File: src/rtl/ram_port_arbiter.sv
`default_nettype none
// ============================================================================
// Module      : ram_port_arbiter
// Description : Shares the single synchronous port of one sprite/map/collision
//               RAM between two clients.
//                 D (display) - read-only, default priority (feeds VGA pipeline)
//                 L (logic)   - reads and writes (movement / collision logic)
//               Issues at most one RAM operation per cycle. In-flight reads are
//               tagged with their owner and the returned data is steered back
//               to that client. A starvation guard bounds how long L can be
//               held off by a continuously requesting D.
// Revision    : 1.0 - initial release
// ----------------------------------------------------------------------------
// Parameters
//   AW           address width
//   DW           data width
//   RAM_LAT      RAM read latency in cycles (addr at t -> ram_rdata at t+RAM_LAT), >= 1
//   STARVE_LIMIT consecutive denied L cycles before L is forced through;
//                0 gives D strict priority
// Ports
//   clk        in   1   system clock
//   rst_n      in   1   asynchronous active-low reset
//   d_req      in   1   D read request, held until d_gnt
//   d_addr     in   AW  D read address
//   d_gnt      out  1   D operation issued this cycle (combinational)
//   d_rvalid   out  1   one-cycle pulse: d_rdata updated
//   d_rdata    out  DW  last D read data (held)
//   l_req      in   1   L request, held with l_we/l_addr/l_wdata until l_gnt
//   l_we       in   1   1 = write, 0 = read
//   l_addr     in   AW  L address
//   l_wdata    in   DW  L write data
//   l_gnt      out  1   L operation issued this cycle (combinational)
//   l_rvalid   out  1   one-cycle pulse: l_rdata updated (reads only)
//   l_rdata    out  DW  last L read data (held)
//   ram_addr   out  AW  RAM read/write address
//   ram_we     out  1   RAM write enable
//   ram_wdata  out  DW  RAM write data
//   ram_rdata  in   DW  RAM read data
// ============================================================================
module ram_port_arbiter #(
    parameter int unsigned AW           = 19,
    parameter int unsigned DW           = 8,
    parameter int unsigned RAM_LAT      = 1,
    parameter int unsigned STARVE_LIMIT = 15
) (
    input  logic          clk,
    input  logic          rst_n,

    input  logic          d_req,
    input  logic [AW-1:0] d_addr,
    output logic          d_gnt,
    output logic          d_rvalid,
    output logic [DW-1:0] d_rdata,

    input  logic          l_req,
    input  logic          l_we,
    input  logic [AW-1:0] l_addr,
    input  logic [DW-1:0] l_wdata,
    output logic          l_gnt,
    output logic          l_rvalid,
    output logic [DW-1:0] l_rdata,

    output logic [AW-1:0] ram_addr,
    output logic          ram_we,
    output logic [DW-1:0] ram_wdata,
    input  logic [DW-1:0] ram_rdata
);

    // With STARVE_LIMIT = 0 the counter is never consulted, but a one-bit
    // register is kept so the logic stays uniform.
    localparam int unsigned   c_starve_w = (STARVE_LIMIT > 0) ? $clog2(STARVE_LIMIT + 1) : 1;
    localparam logic [c_starve_w-1:0] c_starve_limit = c_starve_w'(STARVE_LIMIT);
    localparam logic [c_starve_w-1:0] c_starve_max   = '1;

    // Tag owner encoding: 0 = D, 1 = L
    localparam logic c_own_d = 1'b0;
    localparam logic c_own_l = 1'b1;

    logic [c_starve_w-1:0] r_starve_cnt;
    logic                  w_force;
    logic                  w_l_gnt;
    logic                  w_d_gnt;

    logic [RAM_LAT-1:0]    r_tag_vld;
    logic [RAM_LAT-1:0]    r_tag_own;
    logic                  w_tag_in_vld;
    logic                  w_tag_in_own;
    logic                  w_ret_vld;
    logic                  w_ret_own;

    logic                  r_d_rvalid;
    logic                  r_l_rvalid;
    logic [DW-1:0]         r_d_rdata;
    logic [DW-1:0]         r_l_rdata;

    // ------------------------------------------------------------------------
    // Grant. L wins whenever D is idle, or when the starvation guard fires.
    // Both grants are suppressed while reset is asserted so no RAM write can
    // slip out during reset.
    // ------------------------------------------------------------------------
    always_comb begin
        w_force = 1'b0;
        if (STARVE_LIMIT != 0) begin
            w_force = (r_starve_cnt >= c_starve_limit);
        end
        w_l_gnt = rst_n & l_req & (~d_req | w_force);
        w_d_gnt = rst_n & d_req & ~w_l_gnt;
    end

    assign d_gnt = w_d_gnt;
    assign l_gnt = w_l_gnt;

    // ------------------------------------------------------------------------
    // RAM drive. The address defaults to D so an idle cycle reads D's address
    // harmlessly; the write enable is only ever raised by a granted L write.
    // ------------------------------------------------------------------------
    assign ram_addr  = w_l_gnt ? l_addr : d_addr;
    assign ram_we    = w_l_gnt & l_we;
    assign ram_wdata = l_wdata;

    // ------------------------------------------------------------------------
    // Starvation counter: counts consecutive cycles in which L asks and is
    // refused. Once it reaches STARVE_LIMIT, L is forced through on the next
    // cycle and the grant clears the count.
    // ------------------------------------------------------------------------
    always_ff @(posedge clk or negedge rst_n) begin
        if (!rst_n) begin
            r_starve_cnt <= '0;
        end else if (w_l_gnt || !l_req) begin
            r_starve_cnt <= '0;
        end else if (r_starve_cnt != c_starve_max) begin
            r_starve_cnt <= r_starve_cnt + 1'b1;
        end
    end

    // ------------------------------------------------------------------------
    // Tag pipeline: one {valid, owner} entry per RAM latency stage, so that
    // the entry reaches the last stage in the same cycle the RAM presents the
    // matching read data. Writes load an invalid entry.
    // ------------------------------------------------------------------------
    assign w_tag_in_vld = w_d_gnt | (w_l_gnt & ~l_we);
    assign w_tag_in_own = w_l_gnt ? c_own_l : c_own_d;

    generate
        if (RAM_LAT == 1) begin : g_tag_single
            always_ff @(posedge clk or negedge rst_n) begin
                if (!rst_n) begin
                    r_tag_vld <= '0;
                    r_tag_own <= '0;
                end else begin
                    r_tag_vld <= w_tag_in_vld;
                    r_tag_own <= w_tag_in_own;
                end
            end
        end else begin : g_tag_multi
            always_ff @(posedge clk or negedge rst_n) begin
                if (!rst_n) begin
                    r_tag_vld <= '0;
                    r_tag_own <= '0;
                end else begin
                    r_tag_vld <= {r_tag_vld[RAM_LAT-2:0], w_tag_in_vld};
                    r_tag_own <= {r_tag_own[RAM_LAT-2:0], w_tag_in_own};
                end
            end
        end
    endgenerate

    assign w_ret_vld = r_tag_vld[RAM_LAT-1];
    assign w_ret_own = r_tag_own[RAM_LAT-1];

    // ------------------------------------------------------------------------
    // Return path: capture the RAM data into the owner's holding register and
    // pulse its rvalid. The other client's data register is left untouched.
    // ------------------------------------------------------------------------
    always_ff @(posedge clk or negedge rst_n) begin
        if (!rst_n) begin
            r_d_rvalid <= 1'b0;
            r_l_rvalid <= 1'b0;
            r_d_rdata  <= '0;
            r_l_rdata  <= '0;
        end else begin
            r_d_rvalid <= w_ret_vld & (w_ret_own == c_own_d);
            r_l_rvalid <= w_ret_vld & (w_ret_own == c_own_l);
            if (w_ret_vld && (w_ret_own == c_own_d)) begin
                r_d_rdata <= ram_rdata;
            end
            if (w_ret_vld && (w_ret_own == c_own_l)) begin
                r_l_rdata <= ram_rdata;
            end
        end
    end

    assign d_rvalid = r_d_rvalid;
    assign l_rvalid = r_l_rvalid;
    assign d_rdata  = r_d_rdata;
    assign l_rdata  = r_l_rdata;

endmodule
`default_nettype wire
File: config.mk
export PLATFORM = sky130hd
export DESIGN_NAME = ram_port_arbiter
export DESIGN_NICKNAME = d
export VERILOG_FILES = /design/src/rtl/ram_port_arbiter.sv
export SDC_FILE = /design/constraint.sdc
export NUM_CORES = 1
export LEC_CHECK = 0
export CAP_MARGIN = 20
export CORE_ASPECT_RATIO = 0.8
export CORE_UTILIZATION = 25
export DETAILED_ROUTE_END_ITERATION = 8
export DONT_BUFFER_PORTS = 1
export GPL_TIMING_DRIVEN = 0
export PLACE_DENSITY = 0.42
export SKIP_CTS_REPAIR_TIMING = 1
export SLEW_MARGIN = 30
export SYNTH_ARGS = -nofsm -noshare
export SYNTH_HDL_FRONTEND = slang
export SYNTH_SLANG_ARGS = --single-unit
File: constraint.sdc
create_clock -name clk -period 3.73 [get_ports clk]
set_input_delay 0.746 -clock clk [delete_from_list [all_inputs] [get_ports clk]]
set_output_delay 0.746 -clock clk [all_outputs]
set_load 0.05 [all_outputs]
# ---- Yosys cells after proc, flatten, opt, wreduce, memory -nomap -nowiden
# Cells that the tools add are included.
dict set report totals {
  wordCells 33
  ff_bits 24
  out_inout_bits 48
  input_bits 59
}
dict set report classes {
  n_mux 4
  eq_ne 1
  reduce_logical 5
  n_lt_le_gt_ge 1
  bitwise 14
  addsub 1
}
# cell n
set op_table {}
lappend op_table {{2-to-1 mux 19 bit} 1}
lappend op_table {{bitwise AND 1 bit} 8}
lappend op_table {{2-to-1 mux 4 bit} 2}
lappend op_table {{adder 4 x 1 -> 4 bit, second input constant} 1}
lappend op_table {{>= comparator 4 bit, second input constant} 1}
lappend op_table {{inequality test 4 bit, second input constant} 1}
lappend op_table {{NOT 1 bit} 4}
lappend op_table {{logical AND 1 bit} 2}
lappend op_table {{bitwise OR 1 bit} 2}
lappend op_table {{nonzero test 2 bit} 1}
lappend op_table {{zero test 1 bit} 1}
lappend op_table {{logical OR 1 bit} 1}
lappend op_table {{2-to-1 mux 1 bit} 1}

# ---- Logic depth before layout (Yosys ltp)
# Gate-level depths: netlist of the first run.
dict set report depth {
  depth_word 6
  ltp_mapped 5
  ltp_nobuf 4
}

# ---- Worst setup path after synthesis of the first run
# OpenSTA, ideal clock, no wires.
dict set report synth_path {
  path_kind {input port to output port}
  start {in l_req}
  end {out ram_addr[2]}
  slack_ns 1.326
  t_required_ns 2.984
  arrival_ns 1.658
  n_path_buf 1
  cell_stages 4
  path_cell_list {nand2_1 a21oi_4 buf_6 mux2_2}
}
dict set report synth_via {
  elab_chain_cells 3
}
# element line_no
set synth_lines {}
lappend synth_lines {{from (decl)} 55} ;# input logic l_req,
lappend synth_lines {{bitwise AND 1 bit (2 in series)} 106} ;# w_l_gnt = rst_n & l_req & (~d_req | w_force);
lappend synth_lines {{named net l_gnt} 59} ;# output logic l_gnt,
lappend synth_lines {{2-to-1 mux 19 bit} 117} ;# assign ram_addr = w_l_gnt ? l_addr : d_addr;
lappend synth_lines {{to (decl)} 63} ;# output logic [AW-1:0] ram_addr,
# The timed path passes the listed nets, and every way through them passes these cells.

# ---- Final worst setup path of the first run
dict set report layout_path {
  start {reg r_starve_cnt[0]}
  end {out ram_addr[5]}
}
dict set report layout_via {
  elab_chain_cells 4
}
# element line_no
set layout_lines {}
lappend layout_lines {{from (decl)} 79} ;# logic [c_starve_w-1:0] r_starve_cnt;
lappend layout_lines {{from (signal assigned)} 132} ;# r_starve_cnt <= r_starve_cnt + 1'b1;
lappend layout_lines {{>= comparator 4 bit} 104} ;# w_force = (r_starve_cnt >= c_starve_limit);
lappend layout_lines {{bitwise OR 1 bit} 106}
lappend layout_lines {{bitwise AND 1 bit} 106}
lappend layout_lines {{named net l_gnt} 59}
lappend layout_lines {{2-to-1 mux 19 bit} 117}
# The timed path passes the listed nets, and every way through them passes these cells.

==> impl_metrics.json, run 1 <==
{
  "outcome": "complete, no violations",
  "worst_pin_slew_ns": 0.510,
  "start_util": 0.271,
  "vdd_drop_max_mv": 0.268,
  "slew_headroom": 0.663,
  "clock.fmax_mhz": 355,
  "drive_above_1_share": 0.472,
  "grt_overflow": 0,
  "synth_edf_count": 0,
  "worst_path_max_delay_cell": "mux2_2",
  "yosys_warnings": 0,
  "fin_util": 0.302,
  "instances_no_fill": 166,
  "pre_cts_ws_ns": 1.20,
  "leakagePower_nw": 0.606,
  "yosys.area.top_type": "dfrtp_1",
  "cts.path.max_buffers": 2,
  "area_growth_pct": 11.3,
  "synthCells": 102,
  "path_clk_slew_ns": 0.09,
  "post_drt_wl_per_cell_um": 17.3,
  "yosys_register_bits": 24,
  "synth.net_count": 162,
  "clock-sinks": 24,
  "critPathCaptureType": "primary output",
  "cp-start-kind": "flip-flop",
  "vias": 833,
  "slew_violations": 0,
  "worstPathRequired_ns": 2.98,
  "whs_ns": 0.170,
  "setup_ws_ns": 0.916,
  "setup_viol": 0,
  "yosys-top-cells-area": "dfrtp_1 (47%), mux2_2 (29%), buf_4 (4.7%)",
  "grt_max_degree": 31,
  "min_path_type": "input port to asynchronous set/reset pin",
  "async_reset_ff_frac": 1.00,
  "layout_common_cells": "mux2_2 (33), dfrtp_1 (24), buf_4 (8)",
  "power_uw": 842,
  "cts_root_buf": "clkbuf_8",
  "gp_congestion": 0.735,
  "dpl_cell_area_um2": 1370,
  "drt_wl_total_mm": 2.87,
  "yosysSeqAreaShare": 0.466,
  "htreeDepth": 1,
  "first_pass_iters": 4,
  "min_period_ns": 2.81,
  "cts_tree": "yes",
  "num_antenna_cells": 0,
  "drt_iter0_drc": 21,
  "synthesis.area_um2": 1290,
  "grt_pass1_vias": 853,
  "ys.flop_type": "dfrtp_1",
  "critPathMaxFanout": 11,
  "rsz0062_at_grt": "false",
  "die-area_um2": 5450,
  "fin_nets": 167,
  "die-height_um": 66.3,
  "antenna_found_initial": 0,
  "numCtsBuffers": 3,
  "clkLatencyLatePin_ns": 0.26,
  "drc": 0,
  "arrival_ns": 2.07,
  "core_um2": 4760,
  "fp-row-count": 22,
  "die_x_um": 82.3,
  "synth_cell_types": 24,
  "power_density_nw_per_um2": 586,
  "finalHoldViolCount": 0,
  "vias_per_cell": 5.02,
  "track_usage": 0.102,
  "avgSynthCellArea_um2": 12.6,
  "critPathKind": "flip-flop to primary output",
  "hpwlAfterDp_mm": 2.31,
  "final_common_cell": "mux2_2",
  "fin_area_um2": 1440,
  "synth_top_cell_area_share": 0.466,
  "period_share": 0.754,
  "max_cap_violations": 0,
  "fin_skew_ns": 0.00217,
  "io_buffers": 0,
  "ioPinCount": 107,
  "dp_cells": 162,
  "grt_pass1_wl_mm": 4.00,
  "setup_tns_ns": 0,
  "worst_path_largest_cell_delay_ns": 0.49,
  "ant_nets": 0,
  "cp_cell_sequence": "ha_1 > nand3_4 > a21oi_4 > buf_6 > mux2_2"
}
where the power goes:
part	total, mW	switching, mW	internal [mW]
combinational	0.159	0.103	0.0563
sequential	0.458	0.160	0.299
clock	0.225	0.0815	0.143
worst paths after layout:
| path | start | endpoint | slack, ns | cells past startpoint |
|---|---|---|---|---|
| worst max-delay path | r_starve_cnt[0] | ram_addr[5] | 0.92 | 5 |
| worst min-delay path | rst_n | d_rdata[6] | 0.17 | 0 |
| worst max register to register | r_starve_cnt[0] | r_tag_own | 2.33 | 4 |
| worst min register to register | r_starve_cnt[0] | r_starve_cnt[0] | 0.56 | 1 |
| max in group asynchronous | rst_n | r_starve_cnt[3] | 3.48 | 0 |
| min in group clk | r_starve_cnt[0] | r_starve_cnt[0] | 0.56 | 1 |
layer usage:
| metal | share of wire | vias to the layer above | track usage |
|---|---|---|---|
| met5 | 0 | - | 0 |
| met4 | 0.0091 | 0 | 0.0329 |
| met3 | 0.094 | 2 | 0.0248 |
| met2 | 0.57 | 71 | 0.208 |
| met1 | 0.33 | 396 | 0.0959 |
| li1 | - | 364 | - |
cells in the mapped netlist, types with 2 or more instances:
cell type  count
mux2_1         2
mux2_2        33
dfrtp_1       24
buf_4          8
and2_1         2
nor2b_1        3
o21ai_0        3
inv_1          3
buf_6          2
nand3_1        4
nand2_1        5
critical path: cells and delay by family, from the launching register on:
family	cells	cell delay [ns]
AOI/OAI and AO/OA	1	0.22
buffers and inverters	1	0.23
DFF	1	0.42
muxes	1	0.49
adders and majority gates	1	0.29
and+or+nand+nor	1	0.15
layout make-up:
cell class,instances,area (um^2)
inverters,3,11.3
clock inverters,1,30.0
clock buffers,3,41.3
plain buffers,11,87.6
well taps,60,75.1
fillers,471,3330
multi-input cells,64,591
flip-flops and latches,24,601
flip-flops by register name, indices dropped and copies added (netlist names):
register	cells
d_rdata	8
d_rvalid	1
l_rdata	8
l_rvalid	1
r_starve_cnt	4
r_tag_own	1
r_tag_vld	1
cells by family (layout without fill, tap and decap cells):
logic type,after synthesis,after routing,synth area share
multiplexers,35,35,0.306
flip-flops,24,24,0.466
AND/OR/NAND/NOR,18,18,0.0805
buffers and inverters,14,18,0.0766
AO/OA/AOI/OAI,10,10,0.0621
adder cells (fa/ha/maj),1,1,0.00970
(Power assumes the default switching activity.)
==> inputs of run 2 (changes only) <==
--- a/config.mk
+++ b/config.mk
@@ -11,7 +11,7 @@
 export DETAILED_ROUTE_END_ITERATION = 8
 export DONT_BUFFER_PORTS = 1
 export GPL_TIMING_DRIVEN = 0
-export PLACE_DENSITY = 0.42
+export PLACE_DENSITY = 0.44
 export SKIP_CTS_REPAIR_TIMING = 1
 export SLEW_MARGIN = 30
 export SYNTH_ARGS = -nofsm -noshare
==> constraint.sdc (replaced) <==
create_clock -name clk -period 2.4 [get_ports clk]
set_input_delay 0.48 -clock clk [delete_from_list [all_inputs] [get_ports clk]]
set_output_delay 0.48 -clock clk [all_outputs]
set_load 0.05 [all_outputs]
==> impl_metrics.json, run 2 (synthesized netlist as in run 1, its figures left out) <==
{
  "top_layer": "met4",
  "r2r-start": "r_starve_cnt[0]",
  "worstPathRequired_ns": 1.92,
  "slew_headroom": 0.660,
  "fin_skew_ns": 0.00841,
  "track_usage": 0.122,
  "num_antenna_cells": 0,
  "wl_met3_um": 253,
  "critPathCaptureType": "primary output",
  "area_growth_pct": 24.5,
  "cp-start-kind": "flip-flop",
  "max_cap_violations": 0,
  "slew_violations": 0,
  "start_util": 0.271,
  "instances_no_fill": 172,
  "vias_per_cell": 5.18,
  "routed-wl-met2_mm": 2.01,
  "drt_iter0_drc": 28,
  "die_x_um": 82.3,
  "first_pass_iters": 4,
  "clock.fmax_mhz": 428,
  "path_clk_slew_ns": 0.09,
  "post_drt_wl_per_cell_um": 20.0,
  "setup_ws_ns": 0.0646,
  "cts_root_buf": "clkbuf_8",
  "fin_nets": 173,
  "setup_viol": 0,
  "critPathKind": "flip-flop to primary output",
  "arrival_ns": 1.86,
  "clock-sinks": 24,
  "gp_congestion": 0.763,
  "core_um2": 4760,
  "die-height_um": 66.3,
  "regToRegSetupSlack_ns": 1.17,
  "antenna_found_initial": 0,
  "ant_nets": 0,
  "io_buffers": 0,
  "layout_common_cells": "dfrtp_1 (23), mux2_4 (18), mux2_2 (17)",
  "numCtsBuffers": 3,
  "wl_met1_mm": 1.11,
  "critPathLaunch": "r_starve_cnt[1]",
  "pre_cts_ws_ns": 0.156,
  "drive_above_1_share": 0.545,
  "min_path_type": "input port to asynchronous set/reset pin",
  "cts.path.max_buffers": 2,
  "die-area_um2": 5450,
  "drc": 0,
  "leakagePower_nw": 0.709,
  "hpwlAfterDp_mm": 2.68,
  "whs_ns": 0.00674,
  "grt_overflow": 0,
  "reg2reg_to": "r_starve_cnt[2]",
  "fin_util": 0.337,
  "grt_pass1_wl_mm": 4.58,
  "grt_pass1_vias": 811,
  "vdd_drop_max_mv": 0.360,
  "min_period_ns": 2.34,
  "grt_max_degree": 31,
  "vias": 891,
  "cts_tree": "yes",
  "fp-row-count": 22,
  "drt_wl_total_mm": 3.44,
  "htreeDepth": 1,
  "finalHoldViolCount": 0,
  "worst_pin_slew_ns": 0.510,
  "dp_cells": 162,
  "clkLatencyLatePin_ns": 0.27,
  "final_common_cell": "dfrtp_1",
  "period_share": 0.973,
  "ioPinCount": 107,
  "cp-endpoint": "ram_addr[2]",
  "outcome": "complete, no violations",
  "reg2reg_depth": 5,
  "critPathMaxFanout": 7,
  "power_density_nw_per_um2": 849
}
-- run 2: routing by layer --
metal / vias up / GRT usage
met5: - / 0
met1: 436 / 0.117
met3: 6 / 0.0303
met4: 0 / 0.0548
li1: 377 / -
met2: 72 / 0.239
-- run 2: worst max-delay path, cell delays in order (launching register included) --
cell and delay (ns):
dfrtp_1 0.42, ha_4 0.17, nand3_4 0.10, a21oi_4 0.28
buf_12 0.21, mux2_4 0.40
-- run 2: per-stage QoR --
stage               setup TNS [ns]  area (um^2)  total power, mW
CTS                          -2.07         1440             1.34
global placement                 0         1370            0.976
finish                           0         1610             1.36
global route                -0.137         1610             1.42
floorplan                        0         1290            0.945
detailed placement               0         1370            0.983
-- run 2: power by group --
part	switching, mW	internal, mW	leakage, nW
clock	0.130	0.223	0.0357
combinational	0.176	0.116	0.381
sequential	0.255	0.464	0.292
total	0.561	0.803	0.709
-- run 2: area by class of cell --
type,instances,area [um^2]
well taps,60,75.1
inverters,3,11.3
fillers,462,3160
repair buffers,6,75.1
clock inverters,1,30.0
plain buffers,11,100
flip-flops and latches,24,602
multi-input cells,64,672
clock buffers,3,41.3
-- run 2: worst min path at each step --
stage,to,slack (ns),cells after the start
final,r_starve_cnt[0],0.007,1
after global routing,r_starve_cnt[0],0.006,1
after CTS,r_starve_cnt[0],-0.11,0
after detailed placement,r_starve_cnt[0],0.19,0
after global placement,r_starve_cnt[1],0.19,0
after floorplan,d_rdata[0],0.18,0
